### src/rtl/trade_executor.sv
// Closed-loop trade executor: packs price history plus ownership into frames for the
// day_trading generator, then applies the returned action code to a saturating position.
module trade_executor #(
   parameter int unsigned POS_MAX = 255,
   parameter int unsigned TIMEOUT = 16
) (
   input  logic        clk,
   input  logic        rst,
   input  logic        price_valid,
   input  logic [4:0]  price_in,
   output logic [15:0] stock_out,
   output logic        stock_valid,
   input  logic [15:0] action_in,
   input  logic        action_valid,
   output logic [7:0]  position,
   output logic        owned,
   output logic [15:0] trade_count,
   output logic        timeout,
   output logic        err
);

   typedef enum logic [1:0] {
      S_IDLE  = 2'd0,
      S_WAIT  = 2'd1,
      S_ISSUE = 2'd2
   } state_e;

   state_e      state_q, state_d;
   logic [4:0]  old_q, old_d, mid_q, mid_d, new_q, new_d;
   logic [1:0]  fill_q, fill_d;
   logic        pending_q, pending_d;
   logic [7:0]  wait_q, wait_d;
   logic [15:0] stock_out_q, stock_out_d;
   logic        stock_valid_q, stock_valid_d;
   logic [7:0]  position_q, position_d;
   logic [15:0] trade_count_q, trade_count_d;
   logic        timeout_q, timeout_d;
   logic        err_q, err_d;

   logic        owned_w;
   logic        pend_w;
   logic        code_ok;
   logic [3:0]  add_amt;
   logic [8:0]  sum;

   assign owned_w = (position_q != 8'd0);

   always_ff @(posedge clk or posedge rst) begin
      if (rst) begin
         state_q       <= S_IDLE;
         old_q         <= '0;
         mid_q         <= '0;
         new_q         <= '0;
         fill_q        <= '0;
         pending_q     <= 1'b0;
         wait_q        <= '0;
         stock_out_q   <= '0;
         stock_valid_q <= 1'b0;
         position_q    <= '0;
         trade_count_q <= '0;
         timeout_q     <= 1'b0;
         err_q         <= 1'b0;
      end else begin
         state_q       <= state_d;
         old_q         <= old_d;
         mid_q         <= mid_d;
         new_q         <= new_d;
         fill_q        <= fill_d;
         pending_q     <= pending_d;
         wait_q        <= wait_d;
         stock_out_q   <= stock_out_d;
         stock_valid_q <= stock_valid_d;
         position_q    <= position_d;
         trade_count_q <= trade_count_d;
         timeout_q     <= timeout_d;
         err_q         <= err_d;
      end
   end

   always_comb begin
      state_d       = state_q;
      old_d         = old_q;
      mid_d         = mid_q;
      new_d         = new_q;
      fill_d        = fill_q;
      pending_d     = pending_q;
      wait_d        = wait_q;
      stock_out_d   = stock_out_q;
      stock_valid_d = 1'b0;
      position_d    = position_q;
      trade_count_d = trade_count_q;
      timeout_d     = 1'b0;
      err_d         = err_q;
      pend_w        = pending_q;
      code_ok       = 1'b1;
      add_amt       = 4'd0;
      sum           = 9'd0;

      // Samples are never refused; the history always tracks the feed.
      if (price_valid) begin
         old_d = mid_q;
         mid_d = new_q;
         new_d = price_in;
         if (fill_q != 2'd3) fill_d = fill_q + 2'd1;
      end

      case (state_q)
         S_IDLE: begin
            if (price_valid && fill_d == 2'd3) begin
               stock_out_d   = {owned_w, old_d, mid_d, new_d};
               stock_valid_d = 1'b1;
               wait_d        = 8'd0;
               state_d       = S_WAIT;
            end
         end
         S_WAIT: begin
            pend_w    = pending_q | price_valid;
            pending_d = pend_w;
            wait_d    = wait_q + 8'd1;
            if (action_valid) begin
               case (action_in)
                  16'd1:   position_d = 8'd0;
                  16'd2:   add_amt = 4'd0;
                  16'd3:   add_amt = 4'd4;
                  16'd4:   add_amt = 4'd8;
                  16'd5:   position_d = position_q >> 1;
                  16'd6:   add_amt = 4'd2;
                  16'd7:   add_amt = 4'd1;
                  16'd8:   add_amt = 4'd0;
                  default: code_ok = 1'b0;
               endcase
               if (code_ok) begin
                  trade_count_d = trade_count_q + 16'd1;
                  if (add_amt != 4'd0) begin
                     sum = {1'b0, position_q} + {5'd0, add_amt};
                     position_d = (sum > 9'(POS_MAX)) ? 8'(POS_MAX) : sum[7:0];
                  end
               end else begin
                  err_d = 1'b1;
               end
               state_d = pend_w ? S_ISSUE : S_IDLE;
            end else if (wait_q == 8'(TIMEOUT - 1)) begin
               timeout_d = 1'b1;
               state_d   = pend_w ? S_ISSUE : S_IDLE;
            end
         end
         S_ISSUE: begin
            // owned here already reflects the action that ended the previous frame.
            stock_out_d   = {owned_w, old_d, mid_d, new_d};
            stock_valid_d = 1'b1;
            pending_d     = 1'b0;
            wait_d        = 8'd0;
            state_d       = S_WAIT;
         end
         default: state_d = S_IDLE;
      endcase
   end

   assign stock_out   = stock_out_q;
   assign stock_valid = stock_valid_q;
   assign position    = position_q;
   assign owned       = owned_w;
   assign trade_count = trade_count_q;
   assign timeout     = timeout_q;
   assign err         = err_q;

endmodule
### config.mk
export PLATFORM = sky130hd
export DESIGN_NAME = trade_executor
export DESIGN_NICKNAME = d
export VERILOG_FILES = /design/src/rtl/trade_executor.sv
export SDC_FILE = /design/constraint.sdc
export NUM_CORES = 1
export LEC_CHECK = 0
export ABC_AREA = 1
export ABC_CLOCK_PERIOD_IN_PS = 1900
export BUFFER_PORTS_ARGS = -buffer_cell sky130_fd_sc_hd__clkbuf_2
export CORE_ASPECT_RATIO = 0.5
export CORE_UTILIZATION = 45
export DETAILED_ROUTE_END_ITERATION = 10
export PLACE_DENSITY = 0.69
export SLEW_MARGIN = 0
export SYNTH_ARGS = -nofsm -noshare
export SYNTH_HDL_FRONTEND = slang
export SYNTH_SLANG_ARGS = --single-unit
### constraint.sdc
create_clock -name clk -period 1.9 [get_ports clk]
set_input_delay 0.285 -clock clk [delete_from_list [all_inputs] [get_ports clk]]
set_output_delay 0.285 -clock clk [all_outputs]
set_load 0.01 [all_outputs]
==> metrics.md, run 1 <==
| Metric | Value |
|---|---|
| Initial core utilization | `48.0%` |
| Hold_buf cts | `0` |
| Worst EP required | `1.62 ns` |
| Layout Nets | `641` |
| Slew headroom | `74.1%` |
| FF-to-FF path depth | `10` |
| Main flop type after synthesis | `dfrtp_1` |
| Ys async rst share | `100%` |
| Flop pwr share | `38.4%` |
| N_diodes | `0` |
| Pwr/cell area | `1010 nW/µm²` |
| Setup crit end kind | `output port` |
| Lkg Pwr | `0.00263 µW` |
| Worst-margin pin slew | `0.388 ns` |
| Grt ovf | `0` |
| H-tree depth | `3` |
| Yosys warning total | `0` |
| Hold Violations, Final | `0` |
| Residual DRC | `0` |
| CP arrival | `1.51 ns` |
| Share of layout cells above drive strength 1 | `25.2%` |
| DRT iter0 DRCs | `208` |
| Die width | `135 µm` |
| Total of max-cap violations | `0` |
| 1st-pass router iterations | `4` |
| Crit Path Max Fanout | `5` |
| Clk_lat worst skew | `0.33 ns` |
| Setup Skew | `0.00671 ns` |
| Hold Crit Class | `input pin to async pin` |
| GRT Overall Usage | `20.2%` |
| Clk buf depth | `2` |
| Worst vdd ir | `0.000510 V` |
| Mapped Area | `3960 µm²` |
| HPWL after DPL | `6.20 mm` |
| Vias in the first global route | `3073` |
| Setup_tns | `0 ns` |
| Sw Share | `30.5%` |
| CTS buffer count | `9` |
| Area Overhead vs Synth | `26.1%` |
| Seq/Total Area, Yosys | `44.8%` |
| GP Congestion | `0.852` |
| Placed Area | `4590 µm²` |
| Synth area leader | `dfrtp_1` |
| FF+latch count, synth | `71` |
| Final core occ | `60.5%` |
| Initial antenna violation count | `0` |
| Mapped Nets | `548` |
| EDFF count, synth | `0` |
| Clock transition at path regs | `0.06 ns` |
| Psw | `1530 µW` |
| Most frequent cells in the layout | `178 x nand2_1, 71 x dfrtp_1, 66 x clkbuf_2` |
| Worst Setup Start Kind | `register` |
| Vias | `3507` |
| Slew Viols, Final | `0` |
| Number of distinct library cells after synthesis | `34` |
| Row Count | `23` |
| Die area | `9210 µm²` |
| Critical path class | `register to output port` |
| Commonest non-fill, non-tap cell in the layout | `nand2_1` |
| Gate power share | `24.9%` |
| Die Height | `68.4 µm` |
| # fillers | `728` |
| RSZ-0062 raised after global routing | `true` |
| FMAX | `557 MHz` |
| Post-route ant nets | `0` |
| Port Buffer Count | `68` |
| Core Region | `8260 µm²` |
| I/O pins | `69` |
| Int Pwr | `3500 µW` |
| Share of the synthesized area in the top cell type | `44.8%` |
| Syn Area/Cell | `7.74 µm²` |
| Min Clock Period, post-route | `1.79 ns` |
| Setup Viol. Count Final | `0` |
| CTS Sinks | `71` |
| Synth top area cells | `dfrtp_1 45%, nand2_1 17%, nand3_1 5.7%, nor2_1 4.5%, inv_1 4.2%` |
| Part of the cycle the worst path needs | `94.4%` |
| Post-Syn Instances | `512` |
| Final Cell Area | `5000 µm²` |
| WL per Instance | `11.9 µm` |
| Vias per std cell | `4.86` |
| Routed wire length | `8.62 mm` |
| First-pass GRT wire length | `14.4 mm` |
| Clock power frac | `36.7%` |
| Outcome | `complete, no violations` |
| Root buffer cell | `clkbuf_16` |
| Pin count of the biggest net entering global routing | `72` |
| CTS tree | `yes` |
==> path summary, 6_finish.rpt <==
check,start,end,slack [ns]
max,position[3]$_DFFE_PP0P_,owned,0.11
min,rst,trade_count[9]$_DFFE_PP0P_,0.04
max reg2reg,position[0]$_DFFE_PP0P_,position[3]$_DFFE_PP0P_,0.16
min reg2reg,old_q[4]$_DFF_PP0_,old_q[4]$_DFF_PP0_,0.47
max in group asynchronous,rst,wait_q[2]$_DFFE_PP0P_,1.56
min in group clk,action_valid,timeout$_DFF_PP0_,0.17
==> power groups by stage <==
stage,registers [µW],logic (µW),clock network (µW)
floorplan,2020,758,0
global placement,1950,1210,0
detailed placement,1960,1240,0
CTS,1930,1250,1880
global route,1970,1410,1940
finish,1930,1250,1850
==> what timing repair did <==
action | 4_1_cts | 5_1_grt
endpoints found under the hold margin | 0 | 0
gates resized for setup | 0 | 18
endpoints found under the setup margin | 0 | 9
buffers inserted | 0 | 2
==> final cells by class <==
type                            instances  area, µm²  area share, %
Clock buffer                           10        239           4.78
Timing Repair Buffer                   96        576           11.5
Multi-Input combinational cell        382       2000           40.1
Inverter                               45        173           3.45
Sequential cell                        71       1780           35.5
Clock inverter                          6       92.6           1.85
Tap cell                              112        140           2.80
==> metrics by stage <==
| stage | hold slack (ns) | total power, µW | setup slack, ns | std cells |
|---|---|---|---|---|
| 6_report | 0.0366 | 5030 | 0.106 | 722 |
| 5_1_grt | 0.0705 | 5320 | -0.0441 | 722 |
| 4_1_cts | 0.0617 | 5060 | 0.00753 | 720 |
| 3_5_place_dp | 0.414 | 3200 | -0.237 | 704 |
| 3_3_place_gp | 0.406 | 3170 | -0.221 | 704 |
| 2_1_floorplan | 0.356 | 2780 | 0.0000727 | 512 |
==> worst max-delay path, stage by stage, from the launching register on <==
cell	delay, ns
dfrtp_1	0.38
buf_4	0.16
nor4_2	0.29
buf_4	0.17
nand2_1	0.05
clkbuf_2	0.13
==> synth_stat cells, drive strengths merged, types with 8 or more instances <==
master	instances
a31oi	9
buf	11
dfrtp	71
ha	10
inv	45
mux2	8
nand2	188
nand3	45
nand4	8
nor2	51
o21ai	20
xnor2	14
==> flip-flops by register name, indices dropped and copies added, names as in the netlist, 2 cells and up <==
register	flops
new_q	5
trade_count	16
wait_q	8
mid_q	5
position	8
state_q	2
stock_out	16
old_q	5
fill_q	2
==> metal layers <==
| layer | up-vias | share of wire, % | routed length [µm] | track usage (%) |
|---|---|---|---|---|
| met1 | 1616 | 51 | 4390 | 27.5 |
| met3 | 8 | 3.9 | 339 | 5.19 |
| met5 | - | 0 | 0 | 0 |
| met4 | 0 | 0.93 | 80 | 5.06 |
| li1 | 1820 | - | - | - |
| met2 | 63 | 44 | 3810 | 32.3 |
==> cells by family (layout without fill, tap and decap cells) <==
kind of cell	count (synthesis)	in the layout	synth area share, %
compound gates	39	39	5.81
xor+xnor	19	19	4.20
fa+ha+maj	11	11	3.66
buf+inv	59	157	6.53
flops	71	71	44.8
mux	8	8	2.27
simple gates	305	305	32.7
(Power assumes the default switching activity.)
==> run 2: changes to the inputs <==
--- a/config.mk
+++ b/config.mk
@@ -12,6 +12,7 @@
 export CORE_UTILIZATION = 45
 export DETAILED_ROUTE_END_ITERATION = 10
 export PLACE_DENSITY = 0.69
+export SETUP_SLACK_MARGIN = 0.5
 export SLEW_MARGIN = 0
 export SYNTH_ARGS = -nofsm -noshare
 export SYNTH_HDL_FRONTEND = slang
==> run 2 against run 1 <==
  * Clock skew about the same
  * Core utilization is 7.6 points higher
  * Clock-buffer cell count decreased by 1
  * Worst hold slack worse by 0.013 ns
  * Clock power decreased by 12%
  * Cell count grew 5.1%
  * First-iteration DRC count is 11% lower
  * Global-route usage rose by 1.7 points
  * Critical endpoint is now position[6]$_DFFE_PP0P_
==> metrics.md, run 2 (synthesized netlist as in run 1, its figures left out) <==
| Metric | Value |
|---|---|
| Outcome | `complete, no violations` |
| Setup Skew | `0.00642 ns` |
| Post-route ant nets | `0` |
| R2R Path Start | `position[0]$_DFFE_PP0P_` |
| Min Clock Period, post-route | `1.69 ns` |
| Setup WS pre-CTS | `-0.173 ns` |
| HPWL after DPL | `6.23 mm` |
| Hold Violations, Final | `0` |
| FF-to-FF setup slack | `0.21 ns` |
| Port Buffer Count | `68` |
| WL per Instance | `12.8 µm` |
| Reg2reg end | `position[6]$_DFFE_PP0P_` |
| H-tree depth | `3` |
| Grt ovf | `0` |
| Residual DRC | `0` |
| Layout Nets | `678` |
| Part of the cycle the worst path needs | `88.7%` |
| GP Congestion | `0.862` |
| Clk buf depth | `2` |
| Setup crit end kind | `register` |
| GRT Overall Usage | `21.9%` |
| CP max stage delay | `0.44 ns` |
| Initial antenna violation count | `0` |
| Non-Filler Instances | `759` |
| Critical path class | `register to register` |
| Row Count | `23` |
| Routed wire length | `9.69 mm` |
| Vias per std cell | `4.93` |
| Die Height | `68.4 µm` |
| 1st-pass router iterations | `5` |
| Die area | `9210 µm²` |
| Slew headroom | `75.0%` |
| DRT iter0 DRCs | `186` |
| Total of max-cap violations | `0` |
| Initial core utilization | `48.0%` |
| Critical-path cell list | `ha_4, fa_2, buf_4, nand4_1, nand3b_1, nand2_1, nand2_1, nand2_1, nand2_1, nand2_1, nand2_1` |
| Commonest non-fill, non-tap cell in the layout | `nand2_1` |
| First-pass GRT wire length | `15.5 mm` |
| Root buffer cell | `clkbuf_16` |
| Share of layout cells above drive strength 1 | `37.1%` |
| Most frequent cells in the layout | `170 x nand2_1, 65 x dfrtp_1, 65 x clkbuf_2` |
| Core Region | `8260 µm²` |
| CP arrival | `1.91 ns` |
| Worst Setup Start Kind | `register` |
| Clk_lat worst skew | `0.34 ns` |
| I/O pins | `69` |
| Placed Cells | `704` |
| Crit path top cell by count | `nand2_1` |
| Hold Crit Class | `input pin to async pin` |
| CTS tree | `yes` |
| Worst vdd ir | `0.000761 V` |
| Clock transition at path regs | `0.06 ns` |
| N_diodes | `0` |
| Pwr/cell area | `1010 nW/µm²` |
| Crit Path Max Fanout | `2` |
| Slew Viols, Final | `0` |
| FF-to-FF path depth | `11` |
| CTS buffer count | `9` |
| CTS Sinks | `71` |
| Critical path's slowest cell | `dfrtp_2` |
| Worst EP required | `2.13 ns` |
| Crit path buf inv count | `1` |
| Final Cell Area | `5620 µm²` |
| FMAX | `593 MHz` |
| Pin count of the biggest net entering global routing | `72` |
| Vias | `3744` |
| Setup ws final | `0.214 ns` |
| Setup Viol. Count Final | `0` |
| Area Overhead vs Synth | `41.9%` |
| Lkg Pwr | `0.00285 µW` |
| # fillers | `667` |
| Die width | `135 µm` |
| Placed Area | `4750 µm²` |
| Crit path max-delay family | `adder cells` |
| Worst-margin pin slew | `0.375 ns` |
| Vias in the first global route | `3353` |
| RSZ-0062 raised after global routing | `true` |
==> run 2: layout make-up <==
class | instances | area, µm² | share of cell area, %
multi-input combinational | 384 | 2290 | 40.8
clock inverter | 7 | 61.3 | 1.09
inverter | 45 | 196 | 3.49
sequential | 71 | 1780 | 31.7
tap | 112 | 140 | 2.49
timing repair buffer | 131 | 922 | 16.4
clock buffer | 9 | 225 | 4.00
==> run 2: worst max-delay path by stage <==
stage	start	to	slack, ns	cells after the start
2_1_floorplan	action_in[9]	position[3]$_DFFE_PP0P_	0.07	15
3_3_place_gp	action_in[2]	position[4]$_DFFE_PP0P_	-0.16	18
3_5_place_dp	action_in[2]	position[6]$_DFFE_PP0P_	-0.17	19
4_1_cts	position[0]$_DFFE_PP0P_	position[6]$_DFFE_PP0P_	0.21	11
5_1_grt	position[0]$_DFFE_PP0P_	position[4]$_DFFE_PP0P_	0.07	11
6_report	position[0]$_DFFE_PP0P_	position[6]$_DFFE_PP0P_	0.21	11
==> run 2: tightest hold or removal path, stage by stage <==
cell	delay, ns
clkbuf_2	0.10
clkinvlp_4	0.07
buf_12	0.32
==> run 2: repair_timing <==
item                                    4_1_cts  5_1_grt
hold buffers                                  0        0
setup buffers                                21       15
resized for setup                            42       40
cloned                                        1        2
endpoints found under the setup margin       48       52
pin swaps                                    12       10
==> run 2: layer usage <==
metal | part of all wire (%) | GRT usage (%) | up-vias | wire (µm)
met5 | 0 | 0 | - | 0
met4 | 1.4 | 7.87 | 0 | 136
met3 | 4.9 | 5.41 | 16 | 475
met2 | 48 | 37.2 | 106 | 4620
met1 | 46 | 27.5 | 1711 | 4460
li1 | - | - | 1911 | -
==> run 2: metrics by stage <==
stage	setup TNS [ns]	total power, µW	hold WS, ns	util [%]
2_1_floorplan	0	2890	0.356	-
3_3_place_gp	-0.900	3320	0.409	57.5
3_5_place_dp	-1.16	3360	0.411	57.5
4_1_cts	0	5430	0.0490	64.9
5_1_grt	0	5990	0.0753	68.1
6_report	0	5710	0.0231	68.1
==> run 2: power by group <==
part | total (µW) | switching, µW | internal (µW)
Combinational | 2140 | 1040 | 1100
Clock | 1620 | 711 | 908
Sequential | 1950 | 161 | 1790
==> run 3: changes to the inputs <==
--- a/config.mk
+++ b/config.mk
@@ -6,9 +6,9 @@
 export NUM_CORES = 1
 export LEC_CHECK = 0
 export ABC_AREA = 1
-export ABC_CLOCK_PERIOD_IN_PS = 1900
 export BUFFER_PORTS_ARGS = -buffer_cell sky130_fd_sc_hd__clkbuf_2
 export CORE_ASPECT_RATIO = 0.5
+export CORE_MARGIN = 4
 export CORE_UTILIZATION = 45
 export DETAILED_ROUTE_END_ITERATION = 10
 export PLACE_DENSITY = 0.69
==> run 3 against run 2 <==
  * Clock power is 6% higher
  * Power increased by 13%
  * Sequential power about the same
  * Combinational power is 29% higher
  * Sequential share of layout area shrank 1.4 points
  * Core utilization increased by 2.9 points
  * Register-to-register slack worse by 0.03 ns
  * Fmax is 1.6% lower
  * Routed wire length is 11% higher
  * Cell area rose by 4.6%
  * Critical endpoint is now position[4]$_DFFE_PP0P_
  * Largest power group unchanged
  * Highest routed layer unchanged
==> metrics.md, run 3 (synthesized netlist as in run 1, its figures left out) <==
| Metric | Value |
|---|---|
| Root buffer cell | `clkbuf_16` |
| Setup Skew | `0.0101 ns` |
| GP Congestion | `0.849` |
| CTS tree | `yes` |
| Hold slack final | `0.0235 ns` |
| Grt ovf | `0` |
| Setup crit end kind | `register` |
| Clock transition at path regs | `0.06 ns` |
| HPWL after DPL | `6.33 mm` |
| Worst-margin pin slew | `0.384 ns` |
| Slew headroom | `74.4%` |
| Hold Violations, Final | `0` |
| Highest metal layer with signal wires | `met4` |
| H-tree depth | `3` |
| Outcome | `complete, no violations` |
| Routed wire length | `10.7 mm` |
| Final core occ | `71.0%` |
| Crit Path Max Fanout | `2` |
| Core Region | `8290 µm²` |
| DRT iter0 DRCs | `183` |
| Pwr/cell area | `1100 nW/µm²` |
| RSZ-0062 raised after global routing | `true` |
| Wl on met1 | `4.76 mm` |
| Vias per std cell | `5.03` |
| First-pass GRT wire length | `15.9 mm` |
| Pin count of the biggest net entering global routing | `72` |
| Slew Viols, Final | `0` |
| CTS buffer count | `9` |
| N_diodes | `0` |
| Vias | `3840` |
| Part of the cycle the worst path needs | `90.2%` |
| Initial core utilization | `47.8%` |
| Row Count | `23` |
| CP arrival | `1.94 ns` |
| Die Height | `74.4 µm` |
| Most frequent cells in the layout | `166 x nand2_1, 66 x clkbuf_2, 65 x dfrtp_1` |
| Vias in the first global route | `3452` |
| Layout Nets | `682` |
| Port Buffer Count | `68` |
| Hold_buf cts | `0` |
| Worst Setup Start Kind | `register` |
| Worst vdd ir | `0.000853 V` |
| Worst EP required | `2.13 ns` |
| Commonest non-fill, non-tap cell in the layout | `nand2_1` |
| GRT Overall Usage | `18.8%` |
| 1st-pass router iterations | `4` |
| Total of max-cap violations | `0` |
| Die width | `141 µm` |
| Min Clock Period, post-route | `1.71 ns` |
| Area Overhead vs Synth | `48.5%` |
| Die area | `10500 µm²` |
| Clk_lat worst skew | `0.34 ns` |
| Routed wl met2 | `5.41 mm` |
| Residual DRC | `0` |
| Critical path class | `register to register` |
| CTS Sinks | `71` |
| Lkg Pwr | `0.00295 µW` |
| Clk buf depth | `2` |
| Hold Crit Class | `input pin to async pin` |
| Setup Viol. Count Final | `0` |
| Met3 WL | `463 µm` |
| Initial antenna violation count | `0` |
| WL per Instance | `14.1 µm` |
| Share of layout cells above drive strength 1 | `39.8%` |
| Post-route ant nets | `0` |
| I/O pins | `69` |
| FMAX | `583 MHz` |
run 3: layout make-up:
type / instances / area, µm²
well taps: 112 / 140
repair buffers: 136 / 1070
flip-flops and latches: 71 / 1780
inverters: 45 / 200
fillers: 615 / 2400
clock buffers: 10 / 239
clock inverters: 6 / 65.1
multi-input cells: 383 / 2380
run 3: worst paths after layout:
path | start | endpoint | slack [ns] | cells after the start
max | position[0]$_DFFE_PP0P_ | position[4]$_DFFE_PP0P_ | 0.19 | 11
max in group asynchronous | rst | trade_count[5]$_DFFE_PP0P_ | 1.54 | 3
max reg2reg | position[0]$_DFFE_PP0P_ | position[4]$_DFFE_PP0P_ | 0.19 | 11
min | rst | stock_valid$_DFF_PP0_ | 0.02 | 3
min in group clk | price_in[2] | new_q[2]$_DFF_PP0_ | 0.17 | 3
min reg2reg | wait_q[2]$_DFFE_PP0P_ | wait_q[2]$_DFFE_PP0P_ | 0.49 | 1
run 3: metrics by stage:
stage / cells / worst slack, ns / setup TNS [ns] / cell area (µm²) / total power (µW)
2_1_floorplan: 512 / 0.0696 / 0 / 4140 / 2890
3_3_place_gp: 702 / -0.152 / -0.832 / 4730 / 3300
3_5_place_dp: 702 / -0.167 / -1.06 / 4730 / 3340
4_1_cts: 738 / 0.216 / 0 / 5450 / 5760
5_1_grt: 763 / 0.0531 / 0 / 5890 / 6740
6_report: 763 / 0.186 / 0 / 5890 / 6450
run 3: power by group:
group	switching [µW]	total, µW	internal [µW]
Clock	666	1720	1060
Combinational	1260	2770	1520
Sequential	173	1960	1790
Total	2090	6450	4360
run 3: layer usage:
metal | track usage, % | vias to the layer above
met5 | 0 | -
met4 | 3.76 | 0
met3 | 5.07 | 12
met2 | 33.4 | 89
met1 | 23.7 | 1820
li1 | - | 1919
run 3: repair_timing:
action                     CTS  global route
setup buffers               18            22
pin swaps                    9            26
resized for setup           53            62
setup endpoints to repair   48            53
gates cloned                 2             3
run 3: worst max-delay path, stage by stage (launching register included):
cell,delay [ns]
dfrtp_1,0.42
ha_4,0.18
fa_2,0.38
nand3_2,0.07
nand2_2,0.06
buf_6,0.12
xnor2_2,0.11
nand2_1,0.06
nand2_1,0.06
nand2_1,0.05
nand2_1,0.05
nand2_1,0.04
